`src/rtl/multdiv_ctrl_if.sv`:
```
// Execute-stage / counter side signals of the iterative multiply-divide sequencer.
// master: execute stage plus external counter; slave: multdiv_ctrl.
interface multdiv_ctrl_if #(
    parameter int unsigned WIDTH = 32
);
    localparam int unsigned CNT_W = 5;

    logic             ctrl_mult;
    logic             ctrl_div;
    logic [WIDTH-1:0] data_a;
    logic [WIDTH-1:0] data_b;
    logic [CNT_W-1:0] count;
    logic             cnt_en;
    logic             cnt_clr;
    logic [WIDTH-1:0] result;
    logic             exception;
    logic             ready;

    modport master (
        output ctrl_mult, ctrl_div, data_a, data_b, count,
        input  cnt_en, cnt_clr, result, exception, ready
    );

    modport slave (
        input  ctrl_mult, ctrl_div, data_a, data_b, count,
        output cnt_en, cnt_clr, result, exception, ready
    );
endinterface

```
`src/rtl/multdiv_ctrl.sv`:
```
// Iterative signed 32-bit Booth multiply / restoring divide, paced by an external 5-bit counter.
// Optional MULTDIV_OVF_EN: flag multiply overflow and MIN/-1 divide in exception.
module multdiv_ctrl #(
    parameter int unsigned WIDTH = 32
) (
    input  logic           clk,
    input  logic           clr,
    multdiv_ctrl_if.slave  bus
);
    localparam int unsigned AW    = WIDTH + 1;
    localparam int unsigned CNT_W = 5;
    localparam logic [CNT_W-1:0] LAST_CNT = CNT_W'(WIDTH - 1);

    typedef enum logic [1:0] {S_IDLE, S_LOAD, S_RUN, S_DONE} state_t;

    state_t           r_state, w_next;
    logic             r_op_div, r_neg, r_qm1;
    logic [WIDTH-1:0] r_a, r_b, r_q, r_m;
    logic [AW-1:0]    r_acc;
    logic [WIDTH-1:0] r_result;
    logic             r_exception, r_ready, r_cnt_en, r_cnt_clr;

    logic             w_start;
    logic [AW-1:0]    w_m_ext, w_sum, w_rem_sh, w_trial, w_acc_nx;
    logic [WIDTH-1:0] w_q_nx, w_quot;
    logic             w_qm1_nx, w_fin_exc;

    assign w_start = bus.ctrl_mult | bus.ctrl_div;

    always_ff @(posedge clk or negedge clr) begin
        if (!clr) r_state <= S_IDLE;
        else      r_state <= w_next;
    end

    always_comb begin
        w_next = r_state;
        case (r_state)
            S_IDLE: if (w_start) w_next = S_LOAD;
            S_LOAD: w_next = (r_op_div && (r_b == '0)) ? S_DONE : S_RUN;
            S_RUN:  if (bus.count == LAST_CNT) w_next = S_DONE;
            S_DONE: w_next = S_IDLE;
            default: w_next = S_IDLE;
        endcase
    end

    // One iteration: 33-bit accumulator absorbs the -MIN case in Booth and the trial subtract.
    always_comb begin
        w_m_ext  = {r_m[WIDTH-1], r_m};
        w_sum    = r_acc;
        w_rem_sh = {r_acc[WIDTH-1:0], r_q[WIDTH-1]};
        w_trial  = w_rem_sh - {1'b0, r_m};
        w_acc_nx = r_acc;
        w_q_nx   = r_q;
        w_qm1_nx = r_qm1;
        if (r_op_div) begin
            if (w_trial[WIDTH]) begin
                w_acc_nx = w_rem_sh;
                w_q_nx   = {r_q[WIDTH-2:0], 1'b0};
            end else begin
                w_acc_nx = w_trial;
                w_q_nx   = {r_q[WIDTH-2:0], 1'b1};
            end
        end else begin
            case ({r_q[0], r_qm1})
                2'b01:   w_sum = r_acc + w_m_ext;
                2'b10:   w_sum = r_acc - w_m_ext;
                default: w_sum = r_acc;
            endcase
            w_acc_nx = {w_sum[AW-1], w_sum[AW-1:1]};
            w_q_nx   = {w_sum[0], r_q[WIDTH-1:1]};
            w_qm1_nx = r_q[0];
        end
    end

    assign w_quot = r_neg ? -w_q_nx : w_q_nx;

`ifdef MULTDIV_OVF_EN
    logic w_mul_ovf, w_div_ovf;
    assign w_mul_ovf = (w_acc_nx[WIDTH-1:0] != {WIDTH{w_q_nx[WIDTH-1]}});
    assign w_div_ovf = (r_a == {1'b1, {(WIDTH-1){1'b0}}}) && (r_b == '1);
    assign w_fin_exc = r_op_div ? w_div_ovf : w_mul_ovf;
`else
    assign w_fin_exc = 1'b0;
`endif

    always_ff @(posedge clk or negedge clr) begin
        if (!clr) begin
            r_op_div    <= 1'b0;
            r_neg       <= 1'b0;
            r_qm1       <= 1'b0;
            r_a         <= '0;
            r_b         <= '0;
            r_q         <= '0;
            r_m         <= '0;
            r_acc       <= '0;
            r_result    <= '0;
            r_exception <= 1'b0;
            r_ready     <= 1'b0;
            r_cnt_en    <= 1'b0;
            r_cnt_clr   <= 1'b0;
        end else begin
            r_ready   <= (w_next == S_DONE);
            r_cnt_en  <= (w_next == S_RUN);
            r_cnt_clr <= (w_next == S_LOAD);
            case (r_state)
                S_IDLE: if (w_start) begin
                    r_op_div <= ~bus.ctrl_mult;
                    r_a      <= bus.data_a;
                    r_b      <= bus.data_b;
                end
                S_LOAD: begin
                    r_acc <= '0;
                    r_qm1 <= 1'b0;
                    if (r_op_div) begin
                        r_q   <= r_a[WIDTH-1] ? -r_a : r_a;
                        r_m   <= r_b[WIDTH-1] ? -r_b : r_b;
                        r_neg <= r_a[WIDTH-1] ^ r_b[WIDTH-1];
                        if (r_b == '0) begin
                            r_result    <= '0;
                            r_exception <= 1'b1;
                        end
                    end else begin
                        r_q <= r_b;
                        r_m <= r_a;
                    end
                end
                S_RUN: begin
                    r_acc <= w_acc_nx;
                    r_q   <= w_q_nx;
                    r_qm1 <= w_qm1_nx;
                    if (w_next == S_DONE) begin
                        r_result    <= r_op_div ? w_quot : w_q_nx;
                        r_exception <= w_fin_exc;
                    end
                end
                default: ;
            endcase
        end
    end

    assign bus.result    = r_result;
    assign bus.exception = r_exception;
    assign bus.ready     = r_ready;
    assign bus.cnt_en    = r_cnt_en;
    assign bus.cnt_clr   = r_cnt_clr;
endmodule

```
`src/flat_wrapper.sv`:
```
// flat-port wrapper written by rule: the top's interface ports become plain ports
module multdiv_ctrl_flat 
#(
    parameter int unsigned WIDTH = 32
)
  (clk, clr, bus_ctrl_mult, bus_ctrl_div, bus_data_a, bus_data_b, bus_count, bus_cnt_en, bus_cnt_clr, bus_result, bus_exception, bus_ready);
  multdiv_ctrl_if #(.WIDTH(WIDTH)) bus_i ();
  input  logic clk;
  input  logic clr;
  input wire logic [$bits(bus_i.ctrl_mult)-1:0] bus_ctrl_mult;
  input wire logic [$bits(bus_i.ctrl_div)-1:0] bus_ctrl_div;
  input wire logic [$bits(bus_i.data_a)-1:0] bus_data_a;
  input wire logic [$bits(bus_i.data_b)-1:0] bus_data_b;
  input wire logic [$bits(bus_i.count)-1:0] bus_count;
  output wire logic [$bits(bus_i.cnt_en)-1:0] bus_cnt_en;
  output wire logic [$bits(bus_i.cnt_clr)-1:0] bus_cnt_clr;
  output wire logic [$bits(bus_i.result)-1:0] bus_result;
  output wire logic [$bits(bus_i.exception)-1:0] bus_exception;
  output wire logic [$bits(bus_i.ready)-1:0] bus_ready;
  assign bus_i.ctrl_mult = bus_ctrl_mult;
  assign bus_i.ctrl_div = bus_ctrl_div;
  assign bus_i.data_a = bus_data_a;
  assign bus_i.data_b = bus_data_b;
  assign bus_i.count = bus_count;
  assign bus_cnt_en = bus_i.cnt_en;
  assign bus_cnt_clr = bus_i.cnt_clr;
  assign bus_result = bus_i.result;
  assign bus_exception = bus_i.exception;
  assign bus_ready = bus_i.ready;
  multdiv_ctrl #(.WIDTH(WIDTH)) u_core (.clk(clk), .clr(clr), .bus(bus_i));
endmodule
```
`config.mk`:
```
export PLATFORM = sky130hd
export DESIGN_NAME = multdiv_ctrl_flat
export DESIGN_NICKNAME = d
export VERILOG_FILES = /design/src/rtl/multdiv_ctrl_if.sv /design/src/rtl/multdiv_ctrl.sv /design/src/flat_wrapper.sv
export SDC_FILE = /design/constraint.sdc
export NUM_CORES = 1
export LEC_CHECK = 0
export CAP_MARGIN = 40
export CORE_ASPECT_RATIO = 2
export CORE_UTILIZATION = 46
export DETAILED_ROUTE_END_ITERATION = 10
export MAX_ROUTING_LAYER = met4
export PLACE_DENSITY = 0.74
export SLEW_MARGIN = 15
export SYNTH_ARGS = -nofsm -noshare
export SYNTH_HDL_FRONTEND = slang
export SYNTH_SLANG_ARGS = --single-unit
```
`constraint.sdc`:
```
create_clock -name clk -period 7.2 [get_ports clk]
set_input_delay 1.44 -clock clk [delete_from_list [all_inputs] [get_ports clk]]
set_output_delay 1.44 -clock clk [all_outputs]
set_load 0.02 [all_outputs]
```
==> impl_summary.log <==
INFO  metric buffer_ports.inserted = 108
INFO  metric final_area = roughly 18000 um2
INFO  metric drive_gt1_share = between 9 and 10%
INFO  metric timing.max_cap.violations = 0
INFO  metric post_cts_resize_count = 0
INFO  metric clock_tree.buffer_depth = 3
INFO  metric synth.distinct_cells = 77
INFO  metric timing.hold.worst.class = reg -> reg
INFO  metric antenna_found_initial = 0
INFO  metric placed_cells = 2263
INFO  metric detail_route.wl_per_cell = around 22 um
INFO  metric postCtsSetupRepairBufs = 0
INFO  metric clk_pin_slew = 0.07 ns
INFO  metric final-hold-violation-count = 0
INFO  metric detailedPlacementHpwl = between 30000 and 40000 um
INFO  metric start_kind = flip-flop
INFO  metric timing_worst_slew_pin_value = between 0.9 and 1 ns
INFO  metric avgSynthCellArea = between 8 and 9 um2
INFO  metric die-area = 34400 um2
INFO  metric number_of_levels_the_h_tree_was_split_into = 1
INFO  metric gp_congestion = approximately 0.97
INFO  metric detail_route.first_pass.iterations = 5
INFO  metric synthesis.instances = around 1800
INFO  metric worstPathRequired = between 7 and 8 ns
INFO  metric clock.fmax = ~0.16 GHz
INFO  metric holdBufCountCts = 0
INFO  metric grt_pass1_wl = between 70000 and 80000 um
INFO  metric synth_nets = roughly 2000
INFO  metric cts_sinks = roughly 200
INFO  metric drtIter0Drc = 1003
INFO  metric via_per_inst = 6.24
INFO  metric arrival = between 6 and 7 ns
INFO  metric pre_cts_ws = between 1 and 1.5 ns
INFO  metric fp.dieH = between 200 and 300 um
INFO  metric yosys_register_bits = around 200
INFO  metric final_nets = between 2000 and 2500
INFO  metric criticalPathCategory = reg -> reg
INFO  metric placed_cell_area = 17000 um2
INFO  metric most_common_library_cell_in_the_layout_ignoring_fill_and_taps = dfrtp_1
INFO  metric global_route.usage.total = between 30% and 40%
INFO  metric fill_cells = 3003
INFO  metric die_w = around 130 um
INFO  metric core.rowCount = 94
INFO  metric detailroute.via_count = approximately 14000
INFO  metric grt_overflow = 0
INFO  metric synth-edff-count = 0
INFO  metric final_max_slew_viol_count = 0
INFO  metric grt_max_degree = 109
INFO  metric timing.final.setup_violations = 0
INFO  metric final_critical_path_setup_slack = ~1 ns
INFO  metric clock_skew = 0.0152 ns
INFO  metric cts-buffers-inserted = 20
INFO  metric slew_headroom = between 30 and 40%
INFO  metric grt_pass1_vias = approximately 14000
INFO  metric drt.antenna.violating_nets = 0
INFO  metric synthesis.area = 15500 um2
INFO  metric setup-tns-final = 0 ns
INFO  metric crit_path_end_kind = flip-flop
INFO  metric detail_route.wirelength = ~51000 um
INFO  metric cts_root_buf = clkbuf_16
INFO  metric yosysSeqAreaShare = 32.7%
INFO  metric drcViolationCount = 0
INFO  metric core_area = 33000 um2
INFO  metric cts_tree = done
INFO  metric fin_crit_sh = between 80 and 90%
INFO  metric synth-async-reset-ratio = 100%
INFO  metric rrSetupSlack = 1.0 ns
INFO  metric clkLatencyLatePin = 0.52 ns
INFO  metric status = finished, final reports clean
INFO  metric unrepaired_setup_endpoints_after_global_routing = no
INFO  metric final_cell_mix = dfrtp_1, nand2_1, nor2_1, o21ai_0, a21oi_1
INFO  metric instances_no_fill = about 2300
INFO  metric period_needed = just over 6 ns
INFO  metric maximum_fanout_along_the_worst_path = 6
INFO  metric syn_to_final_growth = 14.3%
INFO  metric dominant_register_cell_in_the_synthesized_netlist = dfrtp_1
INFO  metric initial_utilization = between 40% and 50%
INFO  metric design.portCount = between 100 and 150
INFO  metric synth_warnings = 0
INFO  metric antenna-diode-count = 0
## registers in the layout (all words and copies together), names as in the netlist
name,cells
u_core.bus.cnt_clr,1
u_core.bus.cnt_en,1
u_core.bus.exception,1
u_core.bus.ready,1
u_core.bus.result,32
u_core.r_a,32
u_core.r_acc,33
u_core.r_b,32
u_core.r_m,32
u_core.r_neg,1
u_core.r_op_div,1
u_core.r_q,32
u_core.r_qm1,1
u_core.r_state,2
## worst max-delay path, stage by stage, from the launching register on
cell	delay (ns)
dfrtp_1	0.39
inv_1	0.07
ha_1	0.34
a21o_1	0.19
a21oi_1	0.34
a21oi_1	0.15
or4_1	0.43
o221ai_1	0.31
o21ai_0	0.20
nand2_1	0.17
a21oi_1	0.07
o21ai_0	0.15
nand2b_1	0.11
ha_1	0.32
nor3b_1	0.19
o21ai_0	0.20
or3_1	0.47
or3_1	0.41
or3_1	0.44
nor4b_1	0.45
nand2_1	0.13
o21ai_0	0.25
xor2_1	0.09
a22o_1	0.22
## per-stage QoR
stage | hold WS [ns] | util, %
floorplan | 0.477 | -
global placement | 0.471 | 51.2
global route | 0.521 | 53.5
finish | 0.485 | 53.5
CTS | 0.490 | 53.4
detailed placement | 0.475 | 51.4
## cell type report
class | instances | area, um2 | area share (%)
multi-input combinational | 1424 | 9800 | 55.4
sequential | 202 | 5060 | 28.6
timing repair buffer | 133 | 1350 | 7.65
clock buffer | 25 | 551 | 3.11
tap | 432 | 541 | 3.05
inverter | 75 | 282 | 1.59
clock inverter | 11 | 110 | 0.622
## synthesized netlist by cell type, drive strengths merged, types with 7 or more instances
| master | n | area share [%] |
|---|---|---|
| nand3 | 22 | 0.71 |
| dfrtp | 202 | 33 |
| a22o | 12 | 0.68 |
| ha | 74 | 6.0 |
| o31ai | 41 | 2.5 |
| a21oi | 137 | 4.4 |
| mux2 | 80 | 5.8 |
| nor2 | 153 | 3.7 |
| or4 | 16 | 0.82 |
| o41ai | 12 | 0.73 |
| inv | 73 | 1.8 |
| nor3 | 38 | 1.3 |
| xor2 | 81 | 4.6 |
| o2bb2ai | 8 | 0.45 |
| a21o | 20 | 0.97 |
| o21a | 8 | 0.39 |
| a211oi | 33 | 1.6 |
| nor4 | 14 | 0.61 |
| o211ai | 57 | 2.8 |
| and2 | 8 | 0.32 |
| xnor2 | 85 | 4.8 |
| a32o | 7 | 0.45 |
| a31oi | 16 | 0.65 |
| and3 | 12 | 0.49 |
| o21ai | 150 | 4.9 |
| or3 | 18 | 0.73 |
| clkbuf | 74 | 1.8 |
| buf | 19 | 0.59 |
| nand2b | 18 | 0.73 |
| nor2b | 12 | 0.49 |
| nand2 | 171 | 4.1 |
| mux2i | 28 | 1.8 |
## cells by family after synthesis
family	synth area share [%]
AO/OA/AOI/OAI	24.3
AND/OR/NAND/NOR	15.0
flip-flops	32.7
buffers and inverters	4.20
XOR/XNOR	9.40
multiplexers	8.21
adder cells (fa/ha/maj)	6.24
## worst paths after layout
| kind | startpoint | endpoint | depth (start not counted) |
|---|---|---|---|
| min in group asynchronous | clr | u_core.r_a[2]$_DFFE_PN0P_ | 1 |
| min reg2reg | u_core.bus.result[18]$_DFFE_PN0P_ | u_core.bus.result[18]$_DFFE_PN0P_ | 2 |
| max | u_core.r_m[19]$_DFFE_PN0P_ | u_core.bus.result[31]$_DFFE_PN0P_ | 23 |
| max reg2reg | u_core.r_m[19]$_DFFE_PN0P_ | u_core.bus.result[31]$_DFFE_PN0P_ | 23 |
| min | u_core.bus.result[18]$_DFFE_PN0P_ | u_core.bus.result[18]$_DFFE_PN0P_ | 2 |
| max in group asynchronous | clr | u_core.bus.result[25]$_DFFE_PN0P_ | 2 |
## layer usage
layer	global-route usage, %	vias to the layer above	part of all wire (%)
met5	-	-	0
met4	24.0	0	8.8
met3	2.42	222	3.6
met2	58.1	468	55
met1	27.8	7001	33
li1	-	6663	-
Power is left out: the tool's default activity adds up to more than one toggle a clock period on the data nets, which glitch-free logic cannot reach.
